[src/rtl/vrf_bram_rd_ctrl.sv]
// Burst read controller for a VRF BRAM port: issues one read per cycle, tracks the
// fixed read latency and returns words on a valid/ready stream through a credit-guarded FIFO.
module vrf_bram_rd_ctrl #(
    parameter int WIDTH      = 128,
    parameter int DEPTH      = 2048,
    parameter int RD_LATENCY = 2,
    parameter int FIFO_DEPTH = 4,
    parameter int LEN_W      = 8
) (
    input  logic                     clk,
    input  logic                     rst,
    input  logic                     req_valid,
    output logic                     req_ready,
    input  logic [$clog2(DEPTH)-1:0] req_addr,
    input  logic [LEN_W-1:0]         req_len,
    output logic                     bram_en,
    output logic [$clog2(DEPTH)-1:0] bram_addr,
    output logic                     bram_oreg_en,
    output logic                     bram_rst,
    input  logic [WIDTH-1:0]         bram_dout,
    output logic                     m_valid,
    input  logic                     m_ready,
    output logic [WIDTH-1:0]         m_data,
    output logic                     m_last,
    output logic                     busy
);
    localparam int AW = $clog2(DEPTH);
    localparam int PW = (FIFO_DEPTH > 1) ? $clog2(FIFO_DEPTH) : 1;
    localparam int CW = $clog2(FIFO_DEPTH + 1);
    localparam logic [AW-1:0] ADDR_MAX = AW'(DEPTH - 1);
    localparam logic [PW-1:0] PTR_MAX  = PW'(FIFO_DEPTH - 1);
    localparam logic [CW:0]   FD       = (CW + 1)'(FIFO_DEPTH);
    localparam logic [CW-1:0] FD_C     = CW'(FIFO_DEPTH);

    typedef enum logic {IDLE, ISSUE} state_t;

    state_t            state, state_nx;
    logic [AW-1:0]     cur_addr, cur_addr_nx;
    logic [LEN_W-1:0]  remaining, remaining_nx;
    logic              issue, issue_last, push, push_last, pop, credit_ok;
    logic [CW-1:0]     fifo_count, inflight_count;
    logic [CW:0]       occupancy;
    logic [PW-1:0]     rd_ptr, wr_ptr;
    logic [WIDTH-1:0]  fifo_data [FIFO_DEPTH];
    logic              fifo_last [FIFO_DEPTH];

    assign pop        = m_valid && m_ready;
    assign occupancy  = {1'b0, fifo_count} + {1'b0, inflight_count};
    // A pop in this cycle frees its slot in time for a word issued now.
    assign credit_ok  = occupancy < (FD + (CW + 1)'(pop));
    assign issue_last = (remaining == '0);

    always_ff @(posedge clk) begin
        if (rst) begin
            state     <= IDLE;
            cur_addr  <= '0;
            remaining <= '0;
        end else begin
            state     <= state_nx;
            cur_addr  <= cur_addr_nx;
            remaining <= remaining_nx;
        end
    end

    always_comb begin
        state_nx     = state;
        cur_addr_nx  = cur_addr;
        remaining_nx = remaining;
        issue        = 1'b0;
        req_ready    = 1'b0;
        case (state)
            IDLE: begin
                req_ready = !rst;
                if (req_valid && !rst) begin
                    cur_addr_nx  = req_addr;
                    remaining_nx = req_len;
                    state_nx     = ISSUE;
                end
            end
            ISSUE: begin
                if (credit_ok && !rst) begin
                    issue        = 1'b1;
                    cur_addr_nx  = (cur_addr == ADDR_MAX) ? '0 : cur_addr + AW'(1);
                    remaining_nx = remaining - LEN_W'(1);
                    if (issue_last) state_nx = IDLE;
                end
            end
            default: state_nx = IDLE;
        endcase
    end

    assign bram_en      = issue;
    assign bram_addr    = cur_addr;
    assign bram_oreg_en = 1'b1;
    assign bram_rst     = rst;

    // The word is on bram_dout RD_LATENCY-1 cycles after issue; latency 1 captures in the issue cycle.
    generate
        if (RD_LATENCY <= 1) begin : g_lat1
            assign push           = issue;
            assign push_last      = issue && issue_last;
            assign inflight_count = '0;
        end else begin : g_pipe
            localparam int NS = RD_LATENCY - 1;
            logic [NS-1:0] pv, pl;

            always_ff @(posedge clk) begin
                if (rst) begin
                    pv <= '0;
                    pl <= '0;
                end else begin
                    pv[0] <= issue;
                    pl[0] <= issue && issue_last;
                    for (int unsigned i = 1; i < NS; i++) begin
                        pv[i] <= pv[i-1];
                        pl[i] <= pl[i-1];
                    end
                end
            end

            assign push      = pv[NS-1];
            assign push_last = pl[NS-1];

            always_comb begin
                inflight_count = '0;
                for (int unsigned i = 0; i < NS; i++)
                    inflight_count = inflight_count + CW'(pv[i]);
            end
        end
    endgenerate

    always_ff @(posedge clk) begin
        if (rst) begin
            rd_ptr     <= '0;
            wr_ptr     <= '0;
            fifo_count <= '0;
        end else begin
            if (push) wr_ptr <= (wr_ptr == PTR_MAX) ? '0 : wr_ptr + PW'(1);
            if (pop)  rd_ptr <= (rd_ptr == PTR_MAX) ? '0 : rd_ptr + PW'(1);
            case ({push, pop})
                2'b10:   fifo_count <= fifo_count + CW'(1);
                2'b01:   fifo_count <= fifo_count - CW'(1);
                default: fifo_count <= fifo_count;
            endcase
        end
    end

    always_ff @(posedge clk) begin
        if (push) begin
            fifo_data[wr_ptr] <= bram_dout;
            fifo_last[wr_ptr] <= push_last;
        end
    end

    assign m_valid = (fifo_count != '0);
    assign m_data  = fifo_data[rd_ptr];
    assign m_last  = m_valid && fifo_last[rd_ptr];
    assign busy    = (state != IDLE) || (inflight_count != '0) || (fifo_count != '0);

    assert property (@(posedge clk) disable iff (rst) !(push && !pop && fifo_count == FD_C));

endmodule

[config.mk]
export PLATFORM = sky130hd
export DESIGN_NAME = vrf_bram_rd_ctrl
export DESIGN_NICKNAME = d
export VERILOG_FILES = /design/src/rtl/vrf_bram_rd_ctrl.sv
export SDC_FILE = /design/constraint.sdc
export NUM_CORES = 1
export LEC_CHECK = 0
export BUFFER_PORTS_ARGS = -buffer_cell sky130_fd_sc_hd__clkbuf_2
export CAP_MARGIN = 0
export CORE_UTILIZATION = 50
export CTS_CLUSTER_SIZE = 40
export DETAILED_ROUTE_END_ITERATION = 7
export PLACE_DENSITY_LB_ADDON = 0.12
export SLEW_MARGIN = 15
export SYNTH_ARGS = -nofsm -noshare
export SYNTH_HDL_FRONTEND = slang
export SYNTH_SLANG_ARGS = --single-unit
[constraint.sdc]
create_clock -name clk -period 8.5 [get_ports clk]
set_input_delay 2.125 -clock clk [delete_from_list [all_inputs] [get_ports clk]]
set_output_delay 2.125 -clock clk [all_outputs]
set_load 0.02 [all_outputs]
-- After elaboration in Yosys (flattened, before gate mapping)
Memory sizes are Yosys's and may differ from the RTL's. A register that Yosys moved wholly into a read port is not among the register bits.
Cells that the tools add are included.
- RAM bits: 516
- logic and storage cells: 62
- flip-flop bits (word level): 29
- memories kept: 2
- output and inout bits: 146
- memories (name ; words ; bits a word ; rd ports ; clocked after memory_dff ; write ports ; RTL line ; RTL):
    fifo_data ; 4 ; 128 ; 1 ; 1 ; 1 ; 44 ; logic [WIDTH-1:0] fifo_data [FIFO_DEPTH];
    fifo_last ; 4 ; 1 ; 1 ; 1 ; 1 ; 45 ; logic fifo_last [FIFO_DEPTH];
- bitwise logic cells: 1
- equality and inequality tests: 7
- add/sub/neg operators: 8
- reductions and logical operators: 12
- mux-type cells: 23
- $lt $le $gt $ge: 1
- operators with widths (operator ; count):
    11-bit two-way mux ; 3
    11-bit one-hot mux with 2 select lines ; 1
    8-bit two-way mux ; 2
    8-bit one-hot mux with 2 select lines ; 1
    2-bit two-way mux ; 6
    11-bit by 1-bit adder with 11-bit output, second input constant ; 1
    11-bit == test, second input constant ; 1
    8-bit zero test ; 1
    1-bit two-way mux ; 8
    8-bit by 1-bit subtractor with 8-bit output, second input constant ; 1
    2-bit == test, second input constant ; 3
    3-bit one-hot mux with 2 select lines ; 1
    1-bit logical AND ; 5
    2-bit by 1-bit adder with 2-bit output, second input constant ; 2
    3-bit by 1-bit adder with 4-bit output ; 1
    3-bit by 1-bit adder with 4-bit output, first input constant ; 1
    4-bit < comparator ; 1
    3-bit by 1-bit adder with 3-bit output, second input constant ; 1
    3-bit nonzero test ; 1
    3-bit by 1-bit subtractor with 3-bit output, second input constant ; 1
    2-bit by 1-bit == test with 1-bit output, second input constant ; 1
    1-bit logical OR ; 2
    2-bit by 1-bit != test with 1-bit output, second input constant ; 1
    2-bit != test, second input constant ; 1
    other kinds (5) ; 5

-- Logic depth before layout (Yosys ltp)
- depth after elaboration: 8
- depth in mapped cells: 8

-- Least setup slack after synthesis
No wires, ideal clock.
- path kind: in2out
- from: input port m_ready
- to: output port bram_en
- arrival time: 2.986 ns
- data required time: 6.375 ns
- stages: 3
- setup slack: 3.389 ns
- buffers on the path: 0
- path through: o31ai_4 > or3_1 > a21oi_1
- longest elaborated chain between the ends: 6
- ends and longest elaborated chain (what ; RTL line ; RTL):
    start, declared ; 22 ; input logic m_ready,
    1-bit logical AND ; 47 ; assign pop = m_valid && m_ready;
    3-bit by 1-bit adder with 4-bit output ; 50 ; assign credit_ok = occupancy < (FD + (CW + 1)'(pop));
    4-bit < comparator ; 50 ;
    1-bit logical AND ; 81 ; if (credit_ok && !rst) begin
    1-bit two-way mux ; 81 ;
    1-bit two-way mux ; 71 ; case (state)
    end, declared ; 16 ; output logic bram_en,
Every way passes these cells.

-- Worst setup path after layout
- from: input port rst
- to: output port bram_en
- longest elaborated chain between the ends: 4
- ends and longest elaborated chain (what ; RTL line ; RTL):
    start, declared ; 11 ; input logic rst,
    1-bit zero test ; 81 ;
    1-bit logical AND ; 81 ;
    1-bit two-way mux ; 81 ;
    1-bit two-way mux ; 71 ;
Every way passes these cells.

==> run_results.csv <==
group,metric,value,unit
finish,seq_area,16100,um2
sta,fin_tns_setup,0,ns
clock_tree,htreeDepth,2,
finish,fill_cells,2921,
setup_path,startpoint,"rst",
placed_design,io_buffers,295,
synth,synth_area_leader_cell,"edfxtp_1",
synth,synth_fa_ha_area_share,0.768,%
synth,synth-edff-count,516,
setup_path,r2r_start,"g_pipe.pv$_SDFF_PP0_",
setup_path,cpMostUsedCell,"clkbuf_2",
sta,finalWorstSetupSlack,2.92,ns
clock_tree,clockRootBuffer,"clkbuf_16",
synth,synthTopCellsByCount,"edfxtp_1 (516), mux4_2 (129), dfxtp_1 (31)",
placed_design,place.gp.congestion,0.744,
synth,synth_xor_area_share,0.165,%
sta,tightestPinTransition,1.09,ns
placed_design,dp_cells,1689,
grt,grt_pass1_wl,59.6,mm
setup_path,crit_slowest_cell,"nand2b_1",
sta,report.final.slew_viol_count,0,
clock_tree,cts_hold_buf,0,
clock_tree,cts.repair.resized,0,
synth,synthCells,899,
synth,synth_top_family_by_area,"multiplexers",
die,rows,73,
synth,synth_top_area_share,75.5,%
sta,rsz0062_at_grt,"false",
sta,post-route-min-period,5.58,ns
setup_path,critPathRequiredTime,6.38,ns
setup_path,reg2reg_to,"fifo_last[2]$_DFFE_PP_",
grt,antenna_found_initial,4,
power,power_frac_comb,17.8,%
sta,setup_viol,0,
grt,grt_max_degree,101,
clock_tree,insertion_delay,0.59,ns
routing,dr.pass1.iters,5,
sta,hold_viol,0,
routing,totalWireLength,39.5,mm
finish,area_delta_synth_final,17.9,%
setup_path,max_stage_delay,0.30,ns
setup_path,worstPathArrival,3.45,ns
routing,vias,9950,
placed_design,dp_hpwl,23.2,mm
grt,grt.total_usage,19.1,%
die,die_w,205,um
die,io_pins,297,
die,coreArea,40100,um2
synth,avgSynthCellArea,22.8,um2
setup_path,cp-start-kind,"primary input",
power,p_switching,1.68,mW
placed_design,place_ws,2.91,ns
min_path,hold_class,"reg -> reg",
setup_path,path_cells,"clkbuf_2 > nand2b_1 > or2_1 > a21oi_1 > clkbuf_2",
synth,yosys_warnings,0,
synth,ys_seq_elements,547,
finish,fin_nets,1382,
setup_path,path_max_fanout,22,
setup_path,ff2ff_path_depth,3,
die,start_util,51.2,%
grt,overflow,0,
power,ir_worst_vdd,0.202,mV
synth,yosysMostFrequentCell,"edfxtp_1",
synth,syn-cell-area,20500,um2
min_path,worstHoldStart,"rd_ptr[1]$_SDFFE_PP0N_",
power,power_leakage,8.17,nW
synth,ys_types,73,
power,p_seq_share,48.1,%
synth,ys_seq_area_share,78.5,%
power,p_total,6.48,mW
finish,drive_above_1_share,42.2,%
synth,async_reset_ff_share,0,%
synth,synth_compound_area_share,2.96,%
routing,vias_per_cell,5.56,
power,switching_share,26.0,%
synth,synthMuxAreaShare,14.2,%
clock_tree,cts.sinks,547,
die,fp.dieArea,41900,um2
setup_path,crit_path_end,"bram_en",
synth,syn_nets,1062,
sta,relSlewSlack,27.3,%
clock_tree,clkTransAtPathRegs,0.06,ns
clock_tree,cts_setup_buffers,0,
status,outcome,"finished clean",
power,clock_power_share,34.1,%
routing,drc,0,
die,die_y,205,um
setup_path,crit_type,"in -> out",
clock_tree,cts_tree,"yes",
setup_path,endpoint_kind,"output pin",
routing,routedWlPerCell,22.1,um
routing,drt_iter0_markers,513,
synth,ys.flop_type,"edfxtp_1",
synth,synth_simple_gate_area_share,2.02,%
grt,grt_pass1_vias,10300,
synth,synthTopCellsByArea,"edfxtp_1 (75%), mux4_2 (14%), dfxtp_1 (3.0%)",
sta,fmax,179,MHz
finish,fin_util,60.4,%
setup_path,rrSetupSlack,5.57,ns
finish,multi_input_area,4140,um2
flow_run,cap_violations,0,
routing,drtAntennaViolNets,0,
clock_tree,clk_path_buf_depth,3,
power,internal-power,4.80,mW
clock_tree,cts_buffers,53,
power,p_per_area,268,nW/um2
sta,final.period_utilization,65.6,%
sta,skew,0.0128,ns
finish,stdcell_count,1789,
==> through the flow <==
stage               cell area, um2  hold WS, ns
finish                       24200        0.470
global route                 24200        0.520
CTS                          24200        0.475
floorplan                    20500        0.438
detailed placement           22600        0.469
global placement             22600        0.457
==> how the worst min path moves through the flow <==
stage | end | slack [ns] | depth (start not counted)
detailed placement | flop | 0.47 | 2
global placement | fifo_last[3]$_DFFE_PP_ | 0.46 | 0
CTS | flop | 0.48 | 2
finish | flop | 0.47 | 2
floorplan | fifo_last[0]$_DFFE_PP_ | 0.44 | 0
global route | flop | 0.52 | 2
==> power by group through the flow <==
stage | combinational, mW | sequential [mW] | clock, mW
3_3_place_gp | 1.17 | 3.17 | 0
3_5_place_dp | 1.18 | 3.18 | 0
5_1_grt | 1.24 | 3.13 | 2.37
6_report | 1.16 | 3.11 | 2.21
2_1_floorplan | 0.846 | 3.14 | 0
4_1_cts | 1.18 | 3.12 | 2.27
==> cell type report <==
class	count	share of cell area, %
clock inverters	29	0.755
clock buffers	70	6.04
repair buffers	306	6.49
diodes	1	0.0103
well taps	525	2.71
multi-input cells	295	17.1
inverters	16	0.248
flip-flops and latches	547	66.6
==> cell families (layout without fill, tap and decap cells) <==
logic type | Yosys count | in the layout
flops | 547 | 547
mux | 130 | 130
simple gates | 75 | 75
compound gates | 74 | 74
buf+inv | 57 | 421
fa+ha+maj | 12 | 12
xor+xnor | 3 | 3
other cells | 1 | 2
==> per-layer routing <==
metal  routed length [um]  vias to the layer above  track usage [%]
met5                   56                        -                0
li1                     -                     4484                -
met2                19300                      290             30.4
met3                 3200                       65             6.43
met1                16200                     5103             25.3
met4                  702                        8             5.22
==> critical path, delay by kind of cell <==
kind                   cells  cell delay, ns
buffers and inverters      2            0.52
and+or+nand+nor            2            0.58
AOI/OAI and AO/OA          1            0.23
==> state kept, by name (all words and copies together) (netlist names), named ones only <==
signal,flops
fifo_last,4
fifo_data,512
g_pipe.pl,1
remaining,8
fifo_count,3
state,1
rd_ptr,2
g_pipe.pv,1
bram_addr,11
wr_ptr,2
==> placed cells by master, fill, tap and decap left out, drive strengths merged, types with 3 or more instances in the layout <==
| cell type | synthesis | layout |
|---|---|---|
| o21ai | 8 | 8 |
| o31ai | 4 | 4 |
| buf | 25 | 11 |
| edfxtp | 516 | 516 |
| dfxtp | 31 | 31 |
| inv | 16 | 17 |
| clkinv | 0 | 26 |
| a21oi | 16 | 16 |
| nand3 | 5 | 5 |
| a211oi | 6 | 6 |
| and3 | 5 | 5 |
| o311ai | 5 | 5 |
| nor2 | 14 | 14 |
| a32o | 3 | 3 |
| a31oi | 5 | 5 |
| a22oi | 3 | 3 |
| o41ai | 3 | 3 |
| or3 | 4 | 4 |
| nor3 | 11 | 11 |
| nand2b | 3 | 3 |
| nand2 | 13 | 13 |
| ha | 11 | 11 |
| clkbuf | 16 | 365 |
| mux4 | 129 | 129 |
| xor2 | 3 | 3 |
| and2 | 6 | 6 |
No activity file was read; power rests on OpenSTA's default activity.
